--- src/rtl/hypercord_iter_ctrl_pkg.sv ---
// -----------------------------------------------------------------------------
// hypercord_iter_ctrl_pkg
//
// Purpose:
//   Shared constants, types and helpers for the iterative hyperbolic CORDIC
//   sequencer (hypercord_iter_ctrl) and its datapath sub-modules.
//
// Contents:
//   HC_IDXW       width of the shift index i
//   HC_LUT_FRA    fractional bits of the master arctanh table (Q2.30)
//   hc_state_t    sequencer state encoding (IDLE / ITER / DONE)
//   ATANH_LUT     atanh(2^-i) for i = 0..63, Q2.30, entry 0 unused
//   HC_ZLIM_Q30   largest |Z| the iteration set converges for, with margin
//   is_rep_idx()  true for shift indices that must be executed twice
//   hc_scale()    round a Q2.30 constant down to an arbitrary fraction width
//   hc_lut_q()    atanh(2^-i) rounded to a given fraction width
// -----------------------------------------------------------------------------
package hypercord_iter_ctrl_pkg;

   localparam int HC_IDXW    = 6;
   localparam int HC_LUT_FRA = 30;

   typedef enum logic [1:0] {
      HC_IDLE = 2'd0,
      HC_ITER = 2'd1,
      HC_DONE = 2'd2
   } hc_state_t;

   // atanh(2^-i) * 2^30. Entry 0 (atanh(1)) is infinite and never addressed.
   // From i = 11 on, atanh(2^-i) equals 2^-i to well below 1 LSB of Q2.30.
   localparam logic [31:0] ATANH_LUT [0:63] = '{
      32'd0,         32'd589812981, 32'd274247419, 32'd134923406,
      32'd67196451,  32'd33565361,  32'd16778582,  32'd8388779,
      32'd4194325,   32'd2097155,   32'd1048576,   32'd524288,
      32'd262144,    32'd131072,    32'd65536,     32'd32768,
      32'd16384,     32'd8192,      32'd4096,      32'd2048,
      32'd1024,      32'd512,       32'd256,       32'd128,
      32'd64,        32'd32,        32'd16,        32'd8,
      32'd4,         32'd2,         32'd1,         32'd0,
      32'd0,         32'd0,         32'd0,         32'd0,
      32'd0,         32'd0,         32'd0,         32'd0,
      32'd0,         32'd0,         32'd0,         32'd0,
      32'd0,         32'd0,         32'd0,         32'd0,
      32'd0,         32'd0,         32'd0,         32'd0,
      32'd0,         32'd0,         32'd0,         32'd0,
      32'd0,         32'd0,         32'd0,         32'd0,
      32'd0,         32'd0,         32'd0,         32'd0
   };

   // 1.1172 in Q2.30: just inside the ~1.1182 convergence bound of the
   // i = 1..16 sequence with repeats, so a clamped operand still converges.
   localparam logic [31:0] HC_ZLIM_Q30 = 32'd1199584366;

   // Indices k' = 3k + 1 (4, 13, 40) are run twice for hyperbolic convergence.
   function automatic logic is_rep_idx(input logic [HC_IDXW-1:0] i);
      return (i == 6'd4) || (i == 6'd13) || (i == 6'd40);
   endfunction

   // Round-half-up conversion from Q2.30 to 'fra' fractional bits.
   function automatic logic [31:0] hc_scale(input logic [31:0] v, input int fra);
      logic [32:0] acc;
      acc = {1'b0, v};
      if (fra < HC_LUT_FRA) begin
         acc = acc + (33'd1 << (HC_LUT_FRA - fra - 1));
         acc = acc >> (HC_LUT_FRA - fra);
      end
      return acc[31:0];
   endfunction

   function automatic logic [31:0] hc_lut_q(input logic [HC_IDXW-1:0] i, input int fra);
      return hc_scale(ATANH_LUT[i], fra);
   endfunction

endpackage

--- src/rtl/hypercord_iter_ctrl_microrot.sv ---
// -----------------------------------------------------------------------------
// hypercord_microrot / hypercord_stage1
//
// Purpose:
//   Combinational datapath pieces of the hyperbolic CORDIC sequencer.
//
// hypercord_microrot: one hyperbolic micro-rotation
//   x_i, y_i, z_i  [DWIDTH]  current vector and residual angle
//   idx_i          [6]       shift index i
//   neg_i          [1]       1 selects d = -1, 0 selects d = +1
//   x_o, y_o, z_o  [DWIDTH]  X + d*(Y>>>i), Y + d*(X>>>i), Z - d*atanh(2^-i)
//
// hypercord_stage1: operand pre-conditioning on accept
//   x_i, y_i, z_i  [DWIDTH]  raw operands
//   x_o, y_o, z_o  [DWIDTH]  X, Y unchanged; Z folded into the convergence range
//
// All arithmetic is two's complement and wraps modulo 2^DWIDTH.
// -----------------------------------------------------------------------------
module hypercord_microrot
   import hypercord_iter_ctrl_pkg::*;
#(
   parameter int FRA_WIDTH = 14,
   parameter int DWIDTH    = 18
) (
   input  logic [DWIDTH-1:0]  x_i,
   input  logic [DWIDTH-1:0]  y_i,
   input  logic [DWIDTH-1:0]  z_i,
   input  logic [HC_IDXW-1:0] idx_i,
   input  logic               neg_i,
   output logic [DWIDTH-1:0]  x_o,
   output logic [DWIDTH-1:0]  y_o,
   output logic [DWIDTH-1:0]  z_o
);

   logic [DWIDTH-1:0] x_sh;
   logic [DWIDTH-1:0] y_sh;
   logic [DWIDTH-1:0] ang;

   // Arithmetic shift: floor division by 2^i, truncation bias is accepted.
   assign x_sh = DWIDTH'($signed(x_i) >>> idx_i);
   assign y_sh = DWIDTH'($signed(y_i) >>> idx_i);
   assign ang  = DWIDTH'(hc_lut_q(idx_i, FRA_WIDTH));

   always_comb begin
      if (neg_i) begin
         x_o = x_i - y_sh;
         y_o = y_i - x_sh;
         z_o = z_i + ang;
      end else begin
         x_o = x_i + y_sh;
         y_o = y_i + x_sh;
         z_o = z_i - ang;
      end
   end

endmodule

module hypercord_stage1
   import hypercord_iter_ctrl_pkg::*;
#(
   parameter int FRA_WIDTH = 14,
   parameter int DWIDTH    = 18
) (
   input  logic [DWIDTH-1:0] x_i,
   input  logic [DWIDTH-1:0] y_i,
   input  logic [DWIDTH-1:0] z_i,
   output logic [DWIDTH-1:0] x_o,
   output logic [DWIDTH-1:0] y_o,
   output logic [DWIDTH-1:0] z_o
);

   logic [DWIDTH-1:0] zlim_pos;
   logic [DWIDTH-1:0] zlim_neg;

   assign zlim_pos = DWIDTH'(hc_scale(HC_ZLIM_Q30, FRA_WIDTH));
   assign zlim_neg = '0 - zlim_pos;

   assign x_o = x_i;
   assign y_o = y_i;

   // Out-of-range angles (including the most-negative code) are pulled to the
   // nearest convergent angle so the residual still drives toward zero.
   always_comb begin
      if ($signed(z_i) > $signed(zlim_pos)) begin
         z_o = zlim_pos;
      end else if ($signed(z_i) < $signed(zlim_neg)) begin
         z_o = zlim_neg;
      end else begin
         z_o = z_i;
      end
   end

endmodule

--- src/rtl/hypercord_iter_ctrl.sv ---
// -----------------------------------------------------------------------------
// hypercord_iter_ctrl
//
// Purpose:
//   Iterative hyperbolic CORDIC sequencer in rotation mode. Accepts one
//   (X, Y, Z) triple, conditions it through hypercord_stage1, then runs one
//   shared hypercord_microrot per cycle for i = 1..NITER with indices 4, 13, 40
//   executed twice. Result: X ~ K*cosh-scaled, Y ~ K*sinh-scaled, Z ~ 0.
//
// Ports:
//   clk              rising-edge clock
//   rst              synchronous active-high reset, discards any operation
//   in_valid/ready   operand handshake; in_ready high only in IDLE
//   Xin, Yin, Zin    operands [DWIDTH], FRA_WIDTH fractional bits
//   out_valid/ready  result handshake; result held until out_ready
//   Xout, Yout, Zout result [DWIDTH]
//   busy             high while iterating or holding a result
//   iter_idx         current shift index i [6], 0 outside ITER
//
// Configuration:
//   HYPERCORD_EARLY_TERM_EN  when defined, an ITER cycle that starts with
//                            Z == 0 performs no rotation and finishes.
// -----------------------------------------------------------------------------
module hypercord_iter_ctrl
   import hypercord_iter_ctrl_pkg::*;
#(
   parameter int FRA_WIDTH = 14,
   parameter int DWIDTH    = 18,
   parameter int NITER     = 16
) (
   input  logic               clk,
   input  logic               rst,
   input  logic               in_valid,
   output logic               in_ready,
   input  logic [DWIDTH-1:0]  Xin,
   input  logic [DWIDTH-1:0]  Yin,
   input  logic [DWIDTH-1:0]  Zin,
   output logic               out_valid,
   input  logic               out_ready,
   output logic [DWIDTH-1:0]  Xout,
   output logic [DWIDTH-1:0]  Yout,
   output logic [DWIDTH-1:0]  Zout,
   output logic               busy,
   output logic [HC_IDXW-1:0] iter_idx
);

   localparam logic [1:0]         S_IDLE    = HC_IDLE;
   localparam logic [1:0]         S_ITER    = HC_ITER;
   localparam logic [1:0]         S_DONE    = HC_DONE;
   localparam logic [HC_IDXW-1:0] NITER_IDX = HC_IDXW'(NITER);

   logic [1:0]         state_q, state_d;
   logic [DWIDTH-1:0]  x_q, x_d;
   logic [DWIDTH-1:0]  y_q, y_d;
   logic [DWIDTH-1:0]  z_q, z_d;
   logic [HC_IDXW-1:0] idx_q, idx_d;
   logic               rep_q, rep_d;

   logic [DWIDTH-1:0]  s1_x, s1_y, s1_z;
   logic [DWIDTH-1:0]  mr_x, mr_y, mr_z;
   logic               early_stop;

   hypercord_stage1 #(
      .FRA_WIDTH (FRA_WIDTH),
      .DWIDTH    (DWIDTH)
   ) u_stage1 (
      .x_i (Xin),
      .y_i (Yin),
      .z_i (Zin),
      .x_o (s1_x),
      .y_o (s1_y),
      .z_o (s1_z)
   );

   // d = -1 when Z is negative; zero counts as positive.
   hypercord_microrot #(
      .FRA_WIDTH (FRA_WIDTH),
      .DWIDTH    (DWIDTH)
   ) u_microrot (
      .x_i   (x_q),
      .y_i   (y_q),
      .z_i   (z_q),
      .idx_i (idx_q),
      .neg_i (z_q[DWIDTH-1]),
      .x_o   (mr_x),
      .y_o   (mr_y),
      .z_o   (mr_z)
   );

`ifdef HYPERCORD_EARLY_TERM_EN
   assign early_stop = (z_q == '0);
`else
   assign early_stop = 1'b0;
`endif

   always_comb begin
      state_d = state_q;
      x_d     = x_q;
      y_d     = y_q;
      z_d     = z_q;
      idx_d   = idx_q;
      rep_d   = rep_q;

      case (state_q)
         S_IDLE: begin
            if (in_valid) begin
               x_d     = s1_x;
               y_d     = s1_y;
               z_d     = s1_z;
               idx_d   = HC_IDXW'(1);
               rep_d   = 1'b0;
               state_d = S_ITER;
            end
         end

         S_ITER: begin
            if (early_stop) begin
               idx_d   = '0;
               rep_d   = 1'b0;
               state_d = S_DONE;
            end else begin
               x_d = mr_x;
               y_d = mr_y;
               z_d = mr_z;
               // A repeat index is checked before the end test so that a
               // repeat at i == NITER still runs its second pass.
               if (is_rep_idx(idx_q) && !rep_q) begin
                  rep_d = 1'b1;
               end else if (idx_q == NITER_IDX) begin
                  idx_d   = '0;
                  rep_d   = 1'b0;
                  state_d = S_DONE;
               end else begin
                  idx_d = idx_q + HC_IDXW'(1);
                  rep_d = 1'b0;
               end
            end
         end

         S_DONE: begin
            if (out_ready) begin
               state_d = S_IDLE;
            end
         end

         default: begin
            state_d = S_IDLE;
         end
      endcase
   end

   always_ff @(posedge clk) begin
      if (rst) begin
         state_q <= S_IDLE;
         x_q     <= '0;
         y_q     <= '0;
         z_q     <= '0;
         idx_q   <= '0;
         rep_q   <= 1'b0;
      end else begin
         state_q <= state_d;
         x_q     <= x_d;
         y_q     <= y_d;
         z_q     <= z_d;
         idx_q   <= idx_d;
         rep_q   <= rep_d;
      end
   end

   assign in_ready  = (state_q == S_IDLE);
   assign out_valid = (state_q == S_DONE);
   assign busy      = (state_q == S_ITER) || (state_q == S_DONE);
   assign iter_idx  = idx_q;
   assign Xout      = x_q;
   assign Yout      = y_q;
   assign Zout      = z_q;

endmodule

--- config.mk ---
export PLATFORM = sky130hd
export DESIGN_NAME = hypercord_iter_ctrl
export DESIGN_NICKNAME = d
export VERILOG_FILES = /design/src/rtl/hypercord_iter_ctrl_pkg.sv /design/src/rtl/hypercord_iter_ctrl_microrot.sv /design/src/rtl/hypercord_iter_ctrl.sv
export SDC_FILE = /design/constraint.sdc
export NUM_CORES = 1
export LEC_CHECK = 0
export CORE_MARGIN = 8
export CORE_UTILIZATION = 52
export CTS_BUF_LIST = sky130_fd_sc_hd__clkbuf_8
export DETAILED_ROUTE_END_ITERATION = 10
export HOLD_SLACK_MARGIN = 0.02
export PLACE_DENSITY_LB_ADDON = 0.1
export SLEW_MARGIN = 20
export SYNTH_ARGS = -nofsm -noshare
export SYNTH_HDL_FRONTEND = slang
export SYNTH_SLANG_ARGS = --single-unit
--- constraint.sdc ---
create_clock -name clk -period 16.01 [get_ports clk]
set_input_delay 4.0025 -clock clk [delete_from_list [all_inputs] [get_ports clk]]
set_output_delay 4.0025 -clock clk [all_outputs]
set_load 0.03 [all_outputs]
==> summary.md <==
| Metric | Value |
|---|---|
| CTS tree | done |
| Die height | between 100 and 150 um |
| Synth Register Bits | 63 |
| Max-cap violations | 0 |
| PwrDens | 135 nW/um2 |
| Worst Skew | between 0.008 and 0.009 ns |
| Die area | 21100 um2 |
| Site row count | 47 |
| RSZ-0062 raised after global routing | no |
| Top delay family on crit path | flip-flops |
| Tcrit/Tclk final | 39.3% |
| # resized after CTS | 0 |
| Mean area per synthesized cell | between 7 and 8 um2 |
| Tot GR Track Use | 24.4% |
| Number of flops mapped to enable cells by yosys | 0 |
| Hold depth | 2 |
| Worst VDD drop | 0.0648 mV |
| Seq/Total Area, Yosys | 14.5% |
| DR vias | 8749 |
| Hold-fix buffers, CTS | 0 |
| Kind of critical path | reg2out |
| Post-synthesis async set-or-reset flop share | 0% |
| Slew Viols, Final | 0 |
| Wirelength per Cell | 18.7 um |
| Initial antenna violation count | 0 |
| Worst relative slew slack | 22.6% |
| Hpwl dp | 19500 um |
| Final setup fails | 0 |
| Synth Flop Type | dfxtp_1 |
| DRT antenna net count | 0 |
| Number of global-route vias before repair | 8303 |
| # Post-CTS Setup Buffers | 0 |
| Share of cells above drive strength 1 | 8.58% |
| Final Hold Vio Count | 0 |
| Num CTS Buffers | 9 |
| Buf/Inv on CP | 1 |
| Status | finished, final reports clean |
| Count of cell types in the netlist | 85 |
| Stages on worst setup path | 1 |
| Area Growth Syn to Fin | 16.6% |
| DR vias/cell | 6.21 |
| Final core occ | 61.6% |
| Multi-input gate area | 6970 um2 |
| Root buf cell | clkbuf_8 |
| Commonest non-fill, non-tap cells in the layout | nor2_1 (135), clkdlybuf4s50_1 (119), a21oi_1 (101), nand2_1 (72), ha_1 (66) |
| CP Data Required Time | 12.01 ns |
| Port-buffer cells | 120 |
| Slowest cell on crit path | dfxtp_2 |
| Die width | 145 um |
| CP max stage delay | 1.07 ns |
| Diode count | 0 |
| Sink Count | between 60 and 70 |
| Fmax | 0.159 GHz |
| DRC | 0 |
| Setup TNS | 0 ns |
| Post-Syn Area | 8700 um2 |
| Post-synthesis cell count | 1115 |
| # fillers | 1521 |
| Post-Syn Nets | about 1200 |
| Core area | 16500 um2 |
| Tightest Pin Transition | 1.16 ns |
| Worst-path maximum fanout | 57 |
| Critical Path AT | 2.29 ns |
| RePlAce Congestion | 0.904 |
| R2R depth | 20 |
| Worst setup EP type | output pin |
| Initial DRC Count | 739 |
| Final nets | roughly 1300 |
| Seq. cell area | 1260 um2 |
| GRT overflow | 0 |
| CTS clk-pin slew, worst paths | roughly 0.080 ns |
| Worst Hold Class | reg2reg |
| 1st-pass router iterations | 6 |
| Final wirelength | 26300 um |
| Initial core utilization | 52.9% |
| Ys Warns | 0 |
| IO Pins | 121 |
| H-tree Lvls | 3 |
| First-pass GRT wire length | 43100 um |
| CP cell instances | clkdlybuf4s50_1 |
| Clk_lat worst skew | 0.39 ns |
| Largest net degree at the start of global routing | 77 |
| Most common cell after layout, fill and taps aside | nor2_1 |
| Fin crit period | 6.30 ns |
| Maximum root-to-sink buffer count | 2 |
| Worst Setup Start Kind | flop |
| Leak | 3.90 nW |
layout make-up:
type / count / area share (%)
multi-input cells: 940 / 68.7
repair buffers: 132 / 12.7
flip-flops and latches: 63 / 12.5
well taps: 220 / 2.71
inverters: 38 / 1.41
clock buffers: 10 / 1.36
clock inverters: 6 / 0.666
registers in the layout, indices dropped and copies added (netlist names):
signal	count
Xout	18
Yout	18
Zout	18
iter_idx	6
state_q	2
rep_q	1
through the flow:
stage / hold slack, ns / setup WS, ns / instance area [um2] / power, W / std cells
after global placement: 0.476 / 9.61 / 9930 / 0.00120 / 1393
after CTS: 0.496 / 9.73 / 10100 / 0.00137 / 1409
after global routing: 0.544 / 9.63 / 10100 / 0.00149 / 1409
after detailed placement: 0.482 / 9.53 / 9930 / 0.00121 / 1393
final: 0.497 / 9.71 / 10100 / 0.00137 / 1409
after floorplan: 0.468 / 10.26 / 8700 / 0.000978 / 1115
power by group:
part	switching (W)	internal, W	total, W
Clock	0.0000817	0.0000770	0.000159
Combinational	0.000542	0.000440	0.000982
Sequential	0.0000492	0.000182	0.000231
path summary, 6_finish.rpt:
kind / startpoint / end / slack (ns)
worst max-delay path: iter_idx[2] / iter_idx[2] / 9.71
worst min-delay path: rep_q / rep_q / 0.50
worst max register to register: iter_idx[2] / Xout[17] / 10.02
worst min register to register: rep_q / rep_q / 0.50
metal layers:
metal	vias up	routed length, um	track usage [%]
met1	4097	11800	31.9
li1	4291	-	-
met2	311	12100	38.8
met4	0	620	9.11
met5	-	0	0
met3	50	1830	4.98
synthesized netlist by cell type, types with 5 or more instances:
| cell | number | area (um2) |
|---|---|---|
| o31ai_1 | 7 | 52.6 |
| nor4_1 | 8 | 50.1 |
| o21ai_0 | 42 | 210 |
| nor2b_1 | 14 | 87.6 |
| and2_1 | 12 | 75.1 |
| a221oi_1 | 11 | 96.3 |
| a31oi_1 | 23 | 144 |
| mux2i_1 | 37 | 370 |
| or3_1 | 11 | 68.8 |
| buf_2 | 15 | 75.1 |
| mux4_2 | 32 | 721 |
| o21bai_1 | 10 | 75.1 |
| nand3_1 | 15 | 75.1 |
| a21oi_1 | 101 | 505 |
| nand4_1 | 5 | 31.3 |
| ha_1 | 67 | 838 |
| o21a_1 | 13 | 97.6 |
| o211ai_1 | 10 | 75.1 |
| xnor2_1 | 58 | 508 |
| nand2b_1 | 14 | 87.6 |
| mux2_2 | 9 | 101 |
| xor2_1 | 31 | 272 |
| a22oi_1 | 10 | 75.1 |
| inv_1 | 36 | 135 |
| a211oi_1 | 47 | 353 |
| dfxtp_1 | 63 | 1260 |
| nand2_1 | 72 | 270 |
| and3_1 | 13 | 81.3 |
| buf_4 | 5 | 37.5 |
| clkbuf_1 | 45 | 169 |
| nor3_1 | 37 | 185 |
| o22ai_1 | 6 | 37.5 |
| nor2_1 | 135 | 507 |
| a21o_1 | 13 | 97.6 |
logic make-up (layout without fill, tap and decap cells):
| logic type | Yosys count | in the layout | share of synthesized area [%] |
|---|---|---|---|
| DFF | 63 | 63 | 14.5 |
| and+or+nand+nor | 366 | 366 | 20.7 |
| adders and majority gates | 70 | 70 | 10.3 |
| AOI/OAI and AO/OA | 334 | 334 | 25.2 |
| buffers and inverters | 112 | 186 | 5.75 |
| muxes | 81 | 81 | 14.6 |
| xor gates and xnor gates | 89 | 89 | 8.96 |
Power figures use the tool's default switching activity.
